**config.mk**
```make
export PLATFORM = sky130hd
export DESIGN_NAME = mem_port_arb
export DESIGN_NICKNAME = d
export VERILOG_FILES = /design/src/rtl/mem_port_arb_pkg.sv /design/src/rtl/rr_arbiter.sv /design/src/rtl/mem_port_arb.sv
export SDC_FILE = /design/constraint.sdc
export NUM_CORES = 1
export LEC_CHECK = 0
export BUFFER_PORTS_ARGS = -buffer_cell sky130_fd_sc_hd__buf_2
export CAP_MARGIN = 30
export CORE_MARGIN = 8
export CORE_UTILIZATION = 45
export CTS_CLUSTER_DIAMETER = 80
export DETAILED_ROUTE_END_ITERATION = 7
export PLACE_DENSITY = 0.81
export RECOVER_POWER = 100
export SETUP_SLACK_MARGIN = 0.3
export SYNTH_ARGS = -nofsm -noshare
export SYNTH_HDL_FRONTEND = slang
export SYNTH_SLANG_ARGS = --single-unit
```
**constraint.sdc**
```tcl
create_clock -name clk -period 4.3 [get_ports clk]
set_input_delay 0.43 -clock clk [delete_from_list [all_inputs] [get_ports clk]]
set_output_delay 0.43 -clock clk [all_outputs]
set_load 0.1 [all_outputs]
```
**src/rtl/mem_port_arb_pkg.sv**
```systemverilog
// Shared constants and types for the SRAM port arbiter and its round-robin core.
package mem_port_arb_pkg;

    localparam int NREQ_DEFAULT = 3;
    localparam int AW_DEFAULT   = 16;
    localparam int DW_DEFAULT   = 8;

    // Requester slots: host loader, activation fetch, weight fetch.
    localparam int REQ_HOST = 0;
    localparam int REQ_ACT  = 1;
    localparam int REQ_WGT  = 2;

    typedef enum logic {
        ARB_OPEN   = 1'b0,
        ARB_LOCKED = 1'b1
    } arb_state_e;

    // Bits needed to index n requesters; never zero so a single requester still gets a port.
    function automatic int idx_width(input int n);
        return (n > 1) ? $clog2(n) : 1;
    endfunction

endpackage

```
**src/rtl/rr_arbiter.sv**
```systemverilog
// Round-robin arbiter with per-requester burst lock; grant is combinational,
// pointer and lock state update on the rising edge.
module rr_arbiter
    import mem_port_arb_pkg::*;
#(
    parameter int NREQ = NREQ_DEFAULT
) (
    input  logic                       clk,
    input  logic                       rstn,
    input  logic                       enable,
    input  logic [NREQ-1:0]            req,
    input  logic [NREQ-1:0]            lock,
    output logic [NREQ-1:0]            gnt,
    output logic [idx_width(NREQ)-1:0] gnt_idx,
    output logic                       accept
);

    localparam int PW = idx_width(NREQ);

    logic [PW-1:0] ptr;
    arb_state_e    state;
    logic          release_lock;
    logic [PW-1:0] start;
    logic [PW-1:0] cand;
    logic [PW-1:0] win;
    logic          found;

    function automatic logic [PW-1:0] next_idx(input logic [PW-1:0] i);
        return (i == PW'(NREQ - 1)) ? '0 : i + 1'b1;
    endfunction

    // While locked the pointer sits on the owner; once the owner drops req or
    // lock, the search starts just past it so the others get the next slot.
    // NOTE: every variable written here gets a default first, so no path can infer a latch.
    always_comb begin
        release_lock = (state == ARB_LOCKED) && !(req[ptr] && lock[ptr]);
        start        = release_lock ? next_idx(ptr) : ptr;
        found        = 1'b0;
        win          = '0;
        cand         = '0;
        for (int k = 0; k < NREQ; k++) begin
            cand = PW'((int'(start) + k) % NREQ);
            if (!found && req[cand]) begin
                found = 1'b1;
                win   = cand;
            end
        end
        accept = found && enable && rstn;
        gnt    = '0;
        if (accept) begin
            gnt[win] = 1'b1;
        end
    end

    assign gnt_idx = win;

    // NOTE: state registers use non-blocking assignments so each one samples pre-edge values.
    always_ff @(posedge clk) begin
        if (!rstn) begin
            ptr   <= '0;
            state <= ARB_OPEN;
        end else if (accept) begin
            ptr   <= lock[win] ? win : next_idx(win);
            state <= lock[win] ? ARB_LOCKED : ARB_OPEN;
        end else if (release_lock) begin
            state <= ARB_OPEN;
        end
    end

endmodule

```
**src/rtl/mem_port_arb.sv**
```systemverilog
// Shares one single-port SRAM between NREQ requesters: round-robin grant,
// registered SRAM drive, fixed two-cycle read return tagged with the requester id.
module mem_port_arb
    import mem_port_arb_pkg::*;
#(
    parameter int NREQ = NREQ_DEFAULT,
    parameter int AW   = AW_DEFAULT,
    parameter int DW   = DW_DEFAULT
) (
    input  logic               clk,
    input  logic               rstn,
    input  logic               enable,
    input  logic [NREQ-1:0]    req,
    input  logic [NREQ-1:0]    we,
    input  logic [NREQ*AW-1:0] addr,
    input  logic [NREQ*DW-1:0] wdata,
    input  logic [NREQ-1:0]    lock,
    output logic [NREQ-1:0]    gnt,
    output logic [NREQ-1:0]    rvalid,
    output logic [DW-1:0]      rdata,
    output logic               mem_cen,
    output logic               mem_wen,
    output logic [AW-1:0]      mem_a,
    output logic [DW-1:0]      mem_d,
    input  logic [DW-1:0]      mem_q,
    output logic               busy
);

    localparam int PW = idx_width(NREQ);

    typedef struct packed {
        logic          valid;
        logic          rd;
        logic [PW-1:0] id;
    } stage_t;

    logic [PW-1:0] gnt_idx;
    logic          accept;
    logic          sel_we;
    logic [AW-1:0] sel_addr;
    logic [DW-1:0] sel_wdata;
    stage_t        s1;
    stage_t        s2;

    rr_arbiter #(
        .NREQ (NREQ)
    ) u_rr_arbiter (
        .clk     (clk),
        .rstn    (rstn),
        .enable  (enable),
        .req     (req),
        .lock    (lock),
        .gnt     (gnt),
        .gnt_idx (gnt_idx),
        .accept  (accept)
    );

    // Grant is one-hot, so an OR-style mux picks the winner's command.
    always_comb begin
        sel_we    = 1'b0;
        sel_addr  = '0;
        sel_wdata = '0;
        for (int i = 0; i < NREQ; i++) begin
            if (gnt[i]) begin
                sel_we    = we[i];
                sel_addr  = addr[i*AW +: AW];
                sel_wdata = wdata[i*DW +: DW];
            end
        end
    end

    // s1 is the SRAM access cycle, s2 the cycle mem_q is valid.
    always_ff @(posedge clk) begin
        if (!rstn) begin
            s1      <= '0;
            s2      <= '0;
            mem_cen <= 1'b1;
            mem_wen <= 1'b1;
            mem_a   <= '0;
            mem_d   <= '0;
        end else begin
            s1.valid <= accept;
            s1.rd    <= accept && !sel_we;
            s1.id    <= gnt_idx;
            s2       <= s1;
            mem_cen  <= !accept;
            mem_wen  <= !(accept && sel_we);
            if (accept) begin
                mem_a <= sel_addr;
                mem_d <= sel_wdata;
            end
        end
    end

    always_comb begin
        rvalid = '0;
        rdata  = '0;
        if (rstn && s2.valid && s2.rd) begin
            rvalid[s2.id] = 1'b1;
            rdata         = mem_q;
        end
    end

    assign busy = s1.valid | s2.valid;

    a_gnt_onehot: assert property (@(posedge clk) disable iff (!rstn) $onehot0(gnt));
    a_gnt_needs_req: assert property (@(posedge clk) disable iff (!rstn) (gnt & ~req) == '0);

endmodule

```
==> Word level (Yosys, flattened, before mapping) <==
Cells that the tools add are included.
{ "word_totals": {"regBits": 37, "in_bits": 92, "out_inout_bits": 41} }
{ "op_classes": {"addsub": 4, "n_div": 3, "magnitude_cmp": 8, "eq_ne": 2, "n_mux": 41, "bitwise_logic": 1, "n_reduce_logical": 19} }
{ "ops": {"columns": ["op", "count"], "rows": [
  ["32-bit by 3-bit remainder unit with 32-bit output (second input constant)", 2],
  ["16-bit two-way mux", 3],
  ["3-bit by 3-bit remainder unit with 32-bit output (second input constant)", 1],
  ["8-bit two-way mux", 4],
  ["2-bit by 3-bit less-than comparator with 1-bit output (second input constant)", 6],
  ["1-bit two-way mux", 17],
  ["2-bit two-way mux", 7],
  ["1-bit binary-select mux with 2-bit select", 6],
  ["1-bit logical AND", 12],
  ["1-bit zero test", 6],
  ["3-bit two-way mux", 2],
  ["2-bit by 1-bit adder with 2-bit output (second input constant)", 2],
  ["1-bit demux with 2-bit select", 2],
  ["2-bit equality test (second input constant)", 2],
  ["2-bit by 1-bit greater-or-equal comparator with 1-bit output (second input constant)", 2],
  ["2-bit by 1-bit adder with 3-bit output (second input constant)", 1],
  ["2-bit by 2-bit adder with 3-bit output (second input constant)", 1],
  ["2-bit nonzero test", 1],
  ["1-bit bitwise OR", 1]
]} }

==> Depth between registers and ports, before layout <==
{ "logic_depth": {"depth_word": 26, "ltp_mapped": 18, "depth_no_buf": 14} }

==> By module <==
From an unflattened synthesis, not the netlist that was laid out.
{ "unflattened": {"hier_cells": 259, "area_unflattened_um2": 2338.5} }
{ "modules_own_cells": {"columns": ["module", "instances", "cells_each", "area_per_inst_um2", "seq_area_each_um2"], "rows": [
  ["mem_port_arb", 1, 178, 1741.7, 680.7],
  ["rr_arbiter", 1, 81, 596.8, 60.1]
]} }

==> Worst setup path before layout <==
OpenSTA, ideal clock, no wires.
{ "synth_timing": {"path_kind": "input to output", "from": "input port req[1]", "to": "output port gnt[0]", "t_arrival_ns": 4.494, "required_time_ns": 3.870, "setup_slack_ns": -0.624, "cell_stages": 13, "path_cell_list": "buf_4 -> nand2_1 -> o21ai_0 -> o21ai_0 -> nand2_1 -> mux2_2 -> ha_1 -> clkbuf_1 -> nor2_1 -> o311a_1 -> o211ai_1 -> nand2_1 -> nor3_1"} }
{ "synth_via": {"elab_chain_len": 21, "word_cells_on_any_way": 35} }
{ "synth_lines": {"columns": ["item", "line_no", "source"], "rows": [
  ["start, declared", "mem_port_arb.sv:13", "input logic [NREQ-1:0] req,"],
  ["branches (longest 20 deep; another with 32-bit by 3-bit remainder unit with 32-bit output)", null, null],
  ["3-bit two-way mux (*)", "rr_arbiter.sv:50", "if (accept) begin"],
  ["end, declared", "mem_port_arb.sv:18", "output logic [NREQ-1:0] gnt,"]
]} }
Mark *: on every way between the ends. The select of a mux whose other input is x is not followed.

==> Worst setup path after layout <==
{ "layout_timing": {"from": "register u_rr_arbiter.ptr[1]", "to": "output port gnt[2]"} }
{ "layout_via": {"elab_chain_len": 21, "word_cells_on_any_way": 40} }
{ "layout_lines": {"columns": ["item", "line_no", "source"], "rows": [
  ["start, declared", "rr_arbiter.sv:20", "logic [PW-1:0] ptr;"],
  ["start signal, assigned", "rr_arbiter.sv:63", "ptr <= lock[win] ? win : next_idx(win);"],
  ["1-bit binary-select mux with 2-bit select", "rr_arbiter.sv:36", "release_lock = (state == ARB_LOCKED) && !(req[ptr] && lock[ptr]);"],
  ["1-bit two-way mux (implied by the code)", "rr_arbiter.sv:36", null],
  ["1-bit logical AND", "rr_arbiter.sv:36", null],
  ["1-bit zero test", "rr_arbiter.sv:36", null],
  ["1-bit logical AND", "rr_arbiter.sv:36", null],
  ["2-bit two-way mux (*)", "rr_arbiter.sv:37", "start = release_lock ? next_idx(ptr) : ptr;"],
  ["branches (longest 14 deep; another with 32-bit by 3-bit remainder unit with 32-bit output)", null, null],
  ["3-bit two-way mux (*)", "rr_arbiter.sv:50", null]
]} }
Marks and branches as above.

==> impl_metrics.py <==
metrics = {
    "synthesis": {
        "synthTopCellsByArea": "dfxtp_1 (31%), mux2i_1 (11%), a221o_1 (10%)",
        "synth_edf_count": 0,
        "synthCells": 269,
        "synthesis.nets": 363,
        "ys_types": 53,
        "yosysMostFrequentCell": "dfxtp_1",
        "synthArstFlopShare_pct": 0,
        "ys_seq_area_share_pct": 30.9,
        "synth_top_area_share_pct": 30.9,
        "synth_area_leader_cell": "dfxtp_1",
        "synthFlopType": "dfxtp_1",
        "yosysWarnings": 0,
        "post_synth.cell_area_avg_um2": 8.92,
        "synth_seq_cells": 37,
        "synthesis.area_um2": 2400,
        "synthTopCellsByCount": "dfxtp_1 (37), nand2_1 (32), mux2i_1 (27)",
    },
    "floorplanning": {
        "dieWidth_um": 89.0,
        "std_cell_rows": 26,
        "io_pins": 133,
        "die_area_um2": 7920,
        "start_util_pct": 46.7,
        "core_um2": 5140,
        "die_y_um": 89.0,
    },
    "outcome": {
        "status": "finished, final reports clean",
    },
    "drt": {
        "dr.pass1.iters": 4,
        "ant_nets": 0,
        "wl_per_cell_um": 16.5,
        "viasPerCell": 5.49,
        "drc": 0,
        "routed_wl_mm": 7.67,
        "vias": 2554,
        "drt_iter0_drc": 100,
    },
    "pwr": {
        "combPwrFrac_pct": 70.7,
        "vdd_ir_drop_max_mv": 0.523,
        "swShare_pct": 58.5,
        "powerDensity_nw_per_um2": 1000,
        "switchingPower_mw": 1.90,
        "clkPwrFrac_pct": 11.0,
        "p_int_mw": 1.35,
        "power.leakage_nw": 1.44,
        "pwr-share-seq_pct": 18.3,
    },
    "finish": {
        "multi_input_area_um2": 1550,
        "layout-drive-gt1-share_pct": 31.9,
        "fin_nets": 488,
        "n_fill_cell": 476,
        "regArea_um2": 741,
        "stdcell_count": 465,
        "areaGrowthSynthToFinish_pct": 34.9,
        "diodes": 0,
    },
    "sta": {
        "setup_violations": 0,
        "hold_slack_ns": 0.361,
        "timing.final.hold_violations": 0,
        "worst_pin_slew_ns": 1.22,
        "setup_tns_ns": 0,
        "fmax_mhz": 252,
        "min_period_ns": 3.96,
        "maxSlewHeadroom_pct": 18.9,
        "slew_violations": 0,
        "skew_ns": 0.00725,
        "period_share_pct": 92.1,
        "rsz0062_at_grt": "false",
    },
    "clock_tree": {
        "clkTransAtPathRegs_ns": 0.08,
        "clk_path_buf_depth": 2,
        "cts.sinks": 37,
        "ctsHtreeMaxLevel": 2,
        "tritoncts": "built",
        "cts_hold_buffers": 0,
        "cts_inserted_buffers": 5,
        "root_buffer": "clkbuf_8",
        "clk-insertion-delay-late_ns": 0.29,
    },
    "critical_path": {
        "worstPathMaxFanout": 12,
        "critical_path.cell_chain": "o21ai_0, o21ai_0, nand2_1, mux2_1, ha_1, nand3b_1, nand4_1, mux2_4, o31ai_4, nor2_4, inv_4, nor2_2, clkbuf_2",
        "r2r_slack_ns": 0.57,
        "regToRegStartpoint": "u_rr_arbiter.ptr[1]",
        "cp_data_arrival_time_ns": 3.53,
        "criticalPathCategory": "flop to output port",
        "required_ns": 3.87,
        "critPathMaxStageDelay_ns": 0.49,
        "slowest_stage": "dfxtp_1",
        "r2r_end": "mem_a[6]",
        "critPathLaunchType": "flop",
        "end_kind": "output port",
        "ff2ff_path_depth": 13,
        "cp_common_cell": "o21ai_0",
    },
    "run": {
        "maxCapViolations": 0,
    },
    "grt": {
        "overflow": 0,
        "grt_pass1_wl_mm": 11.7,
        "track_usage_pct": 18.4,
        "grt_max_degree": 60,
        "grtUsageMet2_pct": 32.1,
        "grt-busiest-layer": "met2",
        "antenna_found_initial": 0,
        "grt_use_met1_pct": 21.8,
        "use_met3_pct": 4.14,
        "grt_pass1_vias": 2501,
    },
    "hold_path": {
        "min_delay_worst_endpoint": "mem_a[13]",
        "min-delay-start": "addr[13]",
        "holdPathStages": 2,
        "holdCritPathClass": "input pin to flop",
    },
    "placement": {
        "gp_congestion": 0.857,
        "portBuffers": 132,
        "dpl.hpwl_mm": 5.74,
        "dp_cells": 455,
    },
}
==> cell type report <==
type | count | area share (%)
clock buffer | 5 | 2.13
clock inverter | 3 | 2.01
inverter | 5 | 0.657
multi-input combinational | 204 | 48.0
sequential | 37 | 22.9
tap | 70 | 2.71
timing repair buffer | 141 | 21.6
==> through the flow <==
step	setup WS, ns	util, %	total power, mW	instance area [um2]
after floorplan	0.228	-	2.50	2410
after global placement	0.259	60.4	2.83	3100
after detailed placement	0.124	60.4	2.87	3100
after CTS	0.238	63.1	3.25	3240
after global routing	0.151	63.0	3.42	3240
final	0.339	63.0	3.25	3240
==> sequential cells by signal (all words and copies together) (netlist names) <==
| signal | flops |
|---|---|
| mem_a | 16 |
| mem_d | 8 |
| s1 | 4 |
| s2 | 4 |
| u_rr_arbiter.ptr | 2 |
| mem_cen | 1 |
| mem_wen | 1 |
| u_rr_arbiter.state | 1 |
==> logic make-up after synthesis <==
group | Yosys count | synth area share [%]
buffers and inverters | 28 | 6.16
and+or+nand+nor | 97 | 22.3
adders and majority gates | 2 | 1.04
DFF | 37 | 30.9
muxes | 29 | 12.4
AOI/OAI and AO/OA | 76 | 27.3
==> placed cells by master (no fill, tap or decap), types with 2 or more instances in the layout <==
cell type,count
buf_2,91
mux2i_1,27
nor3_1,3
inv_1,4
a21oi_1,4
and3_1,3
and2_0,2
nor2_1,7
nor2b_1,2
o311a_1,2
clkbuf_8,5
nand2_1,32
o21ai_0,6
bufinv_16,2
nand3b_1,2
nand2b_1,6
a221o_1,24
and2_1,15
nor4_1,2
nor3b_1,3
nand3_1,7
clkbuf_1,38
dfxtp_1,37
o211ai_1,25
buf_4,9
==> worst max-delay path, delay by kind of cell (launching register included) <==
| kind | cells | cell delay [ns] |
|---|---|---|
| multiplexers | 2 | 0.67 |
| AO/OA/AOI/OAI | 3 | 0.65 |
| AND/OR/NAND/NOR | 5 | 0.51 |
| flip-flops | 1 | 0.49 |
| buffers and inverters | 2 | 0.48 |
| adder cells (fa/ha/maj) | 1 | 0.44 |
==> layer usage <==
layer  vias up  part of all wire, %
met5         -                    0
met3         8                  9.5
met1      1158                   40
met2       121                   49
li1       1267                    -
met4         0                  1.3
==> worst max-delay path by stage <==
| stage | from | to | slack, ns | cells after the start |
|---|---|---|---|---|
| after floorplan | req[1] | gnt[0] | 0.23 | 13 |
| after global placement | req[2] | mem_a[0] | 0.26 | 15 |
| after detailed placement | req[1] | mem_a[6] | 0.12 | 13 |
| after CTS | u_rr_arbiter.ptr[1] | mem_a[6] | 0.24 | 12 |
| after global routing | u_rr_arbiter.ptr[1] | gnt[2] | 0.15 | 13 |
| final | u_rr_arbiter.ptr[1] | gnt[2] | 0.34 | 13 |
==> what timing repair did <==
action | 4_1_cts | 5_1_grt
resized for setup | 1 | 6
pin swaps | 0 | 1
setup endpoints to repair | 2 | 28
buffers inserted | 0 | 2
==> power groups by stage <==
stage / Clock (mW) / Combinational [mW] / Sequential, mW
3_5_place_dp: 0 / 2.28 / 0.595
3_3_place_gp: 0 / 2.24 / 0.589
5_1_grt: 0.382 / 2.42 / 0.616
2_1_floorplan: 0 / 1.02 / 1.47
6_report: 0.357 / 2.30 / 0.595
4_1_cts: 0.366 / 2.29 / 0.589
(Power assumes the default switching activity.)
